File: src/rtl/noc_out_arbiter.sv
// Round-robin arbiter and output register for one noc_router output port (E=0, W=1, L=2).
// Latency 1 cycle head->dataOut; a downstream stall blocks the pop rather than the data, so no skid buffer is needed.
module noc_out_arbiter #(
  parameter int         WIDTH   = 16,
  parameter logic [1:0] MY_PORT = 2'b01
) (
  input  logic             clk,
  input  logic             reset,
  input  logic             emptyE,
  input  logic             emptyW,
  input  logic             emptyL,
  input  logic [WIDTH-1:0] headE,
  input  logic [WIDTH-1:0] headW,
  input  logic [WIDTH-1:0] headL,
  output logic             popE,
  output logic             popW,
  output logic             popL,
  input  logic             out_full,
  input  logic             out_almost_full,
  output logic [WIDTH-1:0] dataOut,
  output logic             write,
  output logic [1:0]       last_grant
);

  logic [1:0]       rr;
  logic [2:0]       req;
  logic             stall;
  logic             grant;
  logic [1:0]       g;
  logic [WIDTH-1:0] head_g;

  assign req[0] = ~emptyE & headE[0] & (headE[2:1] == MY_PORT);
  assign req[1] = ~emptyW & headW[0] & (headW[2:1] == MY_PORT);
  assign req[2] = ~emptyL & headL[0] & (headL[2:1] == MY_PORT);

  // Last cycle's write is not yet reflected in out_full, so judge by almost_full then.
  assign stall = write ? out_almost_full : out_full;

  always_comb begin
    g = 2'd3;
    case (rr)
      2'd0: begin
        if (req[0])      g = 2'd0;
        else if (req[1]) g = 2'd1;
        else if (req[2]) g = 2'd2;
      end
      2'd1: begin
        if (req[1])      g = 2'd1;
        else if (req[2]) g = 2'd2;
        else if (req[0]) g = 2'd0;
      end
      default: begin
        if (req[2])      g = 2'd2;
        else if (req[0]) g = 2'd0;
        else if (req[1]) g = 2'd1;
      end
    endcase
  end

  always_comb begin
    head_g = headE;
    case (g)
      2'd1:    head_g = headW;
      2'd2:    head_g = headL;
      default: head_g = headE;
    endcase
  end

  assign grant = ~reset & ~stall & (g != 2'd3);
  assign popE  = grant & (g == 2'd0);
  assign popW  = grant & (g == 2'd1);
  assign popL  = grant & (g == 2'd2);

  always_ff @(posedge clk) begin
    if (reset) begin
      write      <= 1'b0;
      dataOut    <= '0;
      last_grant <= 2'd3;
      rr         <= 2'd0;
    end else if (grant) begin
      write      <= 1'b1;
      dataOut    <= head_g;
      last_grant <= g;
      rr         <= (g == 2'd2) ? 2'd0 : g + 2'd1;
    end else begin
      write      <= 1'b0;
    end
  end

endmodule
File: config.mk
export PLATFORM = sky130hd
export DESIGN_NAME = noc_out_arbiter
export DESIGN_NICKNAME = d
export VERILOG_FILES = /design/src/rtl/noc_out_arbiter.sv
export SDC_FILE = /design/constraint.sdc
export NUM_CORES = 1
export LEC_CHECK = 0
export BUFFER_PORTS_ARGS = -buffer_cell sky130_fd_sc_hd__buf_2
export CAP_MARGIN = 25
export CORE_AREA = 2 2 60 62
export CTS_CLUSTER_SIZE = 20
export DETAILED_ROUTE_END_ITERATION = 16
export DIE_AREA = 0 0 62 64
export PLACE_DENSITY = 0.77
export SYNTH_ARGS = -nofsm -noshare
export SYNTH_HDL_FRONTEND = slang
export SYNTH_SLANG_ARGS = --single-unit
File: constraint.sdc
create_clock -name clk -period 2.2 [get_ports clk]
set_input_delay 0.33 -clock clk [delete_from_list [all_inputs] [get_ports clk]]
set_output_delay 0.33 -clock clk [all_outputs]
set_load 0.05 [all_outputs]
**Word level (Yosys, flattened, before mapping)**

Cells that the tools add are included.

- Flip-flop bits (word level): 21
- Latch bits: 0
- Memory bits (writable): 0
- ROM bits: 0
- Bits of input ports: 55
- Output and inout bits: 22
- Word-level logic and storage cells: 44
- Memories kept: 0

- $add $sub $neg: 1
- Multipliers: 0
- Divide/modulo/power cells: 0
- Magnitude comparators: 0
- Equality and inequality tests: 7
- Shifts and indexed selects: 0
- Muxes and demuxes: 14
- Bitwise logic cells: 16
- Reduce and logical (&&, ||, !) cells: 2

Operators by type and width:

| cell | count |
|---|---|
| 16-bit case mux with 2 select lines | 1 |
| 2-bit 2-to-1 mux | 9 |
| 1-bit AND | 11 |
| 2-bit by 1-bit equality test with 1-bit output, second input constant | 5 |
| 1-bit inverter | 5 |
| 2-bit logical NOT | 2 |
| 2-bit case mux with 2 select lines | 1 |
| 1-bit 2-to-1 mux | 3 |
| 2-bit by 1-bit adder with 2-bit output, second input constant | 1 |
| 2-bit equality test, second input constant | 1 |
| 2-bit != test, second input constant | 1 |

**Depth between registers and ports, before layout**

- Word-level depth: 10
- Gate-level depth with buffers: 11

**Worst setup path before layout**

Ideal clock, no wire load.

- Path type: input to output
- Start: input port headL[2]
- End: output port popE
- Data arrival time: 2.077 ns
- Data required time: 1.870 ns
- Path slack: -0.207 ns
- Stages on the path: 7
- Path buffers: 0
- Cells stage by stage: and4bb_2 > a21o_1 > a22oi_1 > inv_1 > ha_1 > nor2_1 > and3_1

RTL lines:

| what | line | source |
|---|---|---|
| from (decl) | 14 | `input logic [WIDTH-1:0] headL,` |
| 2-bit by 1-bit equality test with 1-bit output (*) | 34 | `assign req[2] = ~emptyL & headL[0] & (headL[2:1] == MY_PORT);` |
| 1-bit AND (*) | 34 |  |
| 2-bit 2-to-1 mux | 49 | `else if (req[2]) g = 2'd2;` |
| 2-bit 2-to-1 mux | 48 | `if (req[1]) g = 2'd1;` |
| 2-bit case mux with 2 select lines (*) | 41 | `case (rr)` |
| via g[1] | 29 | `logic [1:0] g;` |
| 2-bit != test | 69 | `assign grant = ~reset & ~stall & (g != 2'd3);` |
| 1-bit AND | 69 |  |
| 1-bit AND (*) | 70 | `assign popE = grant & (g == 2'd0);` |
| to (decl) | 15 | `output logic popE,` |

Mark *: on every way through the listed nets, which the timed path passes. The rest lies on a longest branch.

**Final worst setup path**

- Start: input port headL[0]
- End: output port popW

RTL lines:

| what | line | source |
|---|---|---|
| 1-bit AND (*) (2 in a row) | 34 |  |
| 2-bit 2-to-1 mux | 49 |  |
| 2-bit 2-to-1 mux | 48 |  |
| 2-bit case mux with 2 select lines (*) | 41 |  |
| via g[1] | 29 |  |
| 2-bit != test | 69 |  |
| 1-bit AND | 69 |  |
| 1-bit AND (*) | 71 | `assign popW = grant & (g == 2'd1);` |
| to (decl) | 16 | `output logic popW,` |

Marks and branches as above.

==> results_dict.tcl <==
set metrics [dict create \
    crit_buf_inv 3 \
    clk_latency_ps 300 \
    drc 0 \
    fin_crit_ps 2100 \
    cts_made_buffers 3 \
    rsz0062_at_grt "false" \
    tns_ps 0 \
    grt_first_pass_wirelength_um 5420 \
    die_w_um 62 \
    reg2reg_slack_ps 430 \
    use_met2 0.284 \
    yosys_warnings 0 \
    core_um2 3280 \
    clkPwrFrac 0.215 \
    grtUsageTotal 0.176 \
    vias 1340 \
    power.total_uw 866 \
    start_kind "input pin" \
    finalSetupViolCount 0 \
    cp_max_fo 4 \
    clk_pin_slew_worst_paths_ps 120 \
    cts_hold_buffers 0 \
    drv_slew 0 \
    whs_path_depth 3 \
    worstMarginPinSlew_ps 369 \
    place_hpwl_um 2360 \
    ir_worst_vdd_mv 0.286 \
    syn-mean-instance-area_um2 8.16 \
    use_met3 0.0344 \
    switchingPower_uw 288 \
    clock_sinks 21 \
    fin_util 0.539 \
    areaGrowthSynthToFinish_pct 47.7 \
    viasPerCell 4.96 \
    antennaDiodeCount 0 \
    holdCritPathClass "input pin to flip-flop" \
    drtPass1Iterations 4 \
    syn_area_um2 1200 \
    maxCapViolations 0 \
    p_seq_frac 0.472 \
    slew_headroom 0.749 \
    rows 21 \
    endpoint_kind "primary output" \
    ios 77 \
    cp_data_arrival_time_ps 1770 \
    drive_gt1_frac 0.451 \
    criticalPathCategory "input pin to primary output" \
    fin_nets 286 \
    grt_antenna_before_repair 0 \
    wl_um 3280 \
    cts_tree "done" \
    worst_r2r_endpoint "dataOut[0]$_SDFFE_PP0P_" \
    worstReg2RegStart "rr[0]$_SDFFE_PP0P_" \
    drt-wirelength-per-cell_um 12.2 \
    swShare 0.333 \
    use_met1 0.234 \
    n_fill_cell 322 \
    cts_buffer_depth 2 \
    path_delay_family "simple AND/OR/NAND/NOR gates" \
    synth-seq-cells 21 \
    cts_root_buf "clkbuf_4" \
    combPwrFrac 0.313 \
    postSynthCellCount 147 \
    fmax_ghz 0.476 \
    cp_num_cells 9 \
    finalCritPeriodShare 0.954 \
    portBuffers 76 \
    ys_seq_area_frac 0.350 \
    ys_types 20 \
    path_cells "buf_2 > and4bb_2 > a21o_1 > a22oi_2 > inv_1 > ha_2 > nor2_4 > and3_4 > buf_8" \
    worstRegToRegCells 10 \
    multi_input_area_um2 753 \
    ant_nets 0 \
    status "completed" \
    grt_max_degree 40 \
    grt_pass1_vias 1214 \
    p_per_area_nw_per_um2 489 \
    syn-num-nets 208 \
    hold_end "dataOut[13]$_SDFFE_PP0P_" \
    die_area_um2 3970 \
    p_leak_nw 0.813 \
    fp.dieH_um 64 \
    hold_violations 0 \
    grt.busiest_layer "met2" \
    critical-path-max-stage-delay_ps 240 \
    fin_skew_ps 3.47 \
    hp-start "headE[13]" \
    start_util 0.365 \
    drt-initial-drc-count 88 \
    h-tree-depth 1 \
    p_int_uw 578 \
    gp_congestion 0.730 \
    grt-ovfl-total 0 \
    post-cts-setup-buffers 0 \
    seq_area_um2 420 \
    cp_slowest_cell "and4bb_2" \
    crit_required_ps 1870 \
]
[tightest hold or removal path, delay by kind of cell]
family	cells	cell delay [ps]
AOI/OAI and AO/OA	2	160
buffers and inverters	1	70
[flip-flops by register name, summed over array words and instances, names as in the netlist]
name        count
rr              2
dataOut        16
last_grant      2
write           1
[power by group through the flow]
| stage | clock network [mW] | registers (mW) | logic (mW) |
|---|---|---|---|
| finish | 0.186 | 0.408 | 0.271 |
| global route | 0.223 | 0.411 | 0.301 |
| CTS | 0.200 | 0.408 | 0.267 |
| detailed placement | 0 | 0.417 | 0.265 |
| global placement | 0 | 0.416 | 0.262 |
| floorplan | 0 | 0.481 | 0.0991 |
[timing repair]
item / in CTS / in global routing
gates resized for setup: 4 / 10
endpoints found under the setup margin: 3 / 3
pin swaps: 0 / 1
[through the flow]
| step | setup WS, ps | hold slack, ps | std cells | instance area, um^2 |
|---|---|---|---|---|
| floorplan | 35.8 | 458 | 147 | 1220 |
| global placement | -91.0 | 460 | 266 | 1690 |
| detailed placement | -107 | 463 | 266 | 1690 |
| CTS | 28.6 | 273 | 270 | 1720 |
| global route | 13.5 | 274 | 270 | 1770 |
| finish | 101 | 287 | 270 | 1770 |
[cell usage after synthesis]
cell	n	area, um^2
o21ai_0	25	125
dfxtp_1	21	420
buf_6	2	22.5
nand2_1	18	67.6
nand2_2	1	6.26
buf_2	5	25.0
nor3b_1	1	7.51
inv_1	3	11.3
nand4bb_1	2	22.5
a22oi_1	17	128
a21o_1	1	7.51
and3_1	3	18.8
nor2_1	1	3.75
o21ai_1	13	65.1
and4bb_2	1	12.5
mux2i_2	1	13.8
nand3b_1	18	135
ha_1	6	75.1
nand3_1	2	10.0
clkbuf_1	6	22.5
[logic make-up (layout without fill, tap and decap cells)]
group,after synthesis,in the layout,share of synthesized area
AO/OA/AOI/OAI,56,56,0.271
AND/OR/NAND/NOR,47,47,0.237
flip-flops,21,21,0.350
buffers and inverters,16,93,0.0678
adder cells (fa/ha/maj),6,6,0.0626
multiplexers,1,1,0.0115
[placed cells by master (no fill, tap or decap), types with 2 or more instances in the layout]
master / synthesis / routed
inv_1: 3 / 3
o21ai_1: 13 / 13
and3_4: 0 / 3
nand2_1: 18 / 18
buf_6: 2 / 2
dfxtp_1: 21 / 21
nand3_1: 2 / 2
o21ai_0: 25 / 24
buf_4: 0 / 8
buf_12: 0 / 2
a22oi_1: 17 / 16
nand3b_1: 18 / 18
clkbuf_4: 0 / 3
buf_2: 5 / 73
ha_1: 6 / 5
[routing by layer]
layer  vias up  wire length, um
li1        688                -
met1       602             1530
met2        48             1510
met3         2              232
met4         0               10
met5         -                0
[how the worst max path moves through the flow]
stage / from / end / slack [ps]
after detailed placement: headL[0] / popW / -110
after global routing: headW[2] / popW / 10
after floorplan: headL[2] / popE / 40
final: headL[0] / popW / 100
after CTS: headL[0] / popW / 30
after global placement: headL[0] / popW / -90
[cell type report]
class / count / share of cell area
tap: 46 / 0.0325
sequential: 21 / 0.237
inverter: 3 / 0.00636
clock buffer: 4 / 0.0148
multi-input combinational: 110 / 0.425
timing repair buffer: 86 / 0.284
Note: power is estimated with default switching activity, not from simulation.
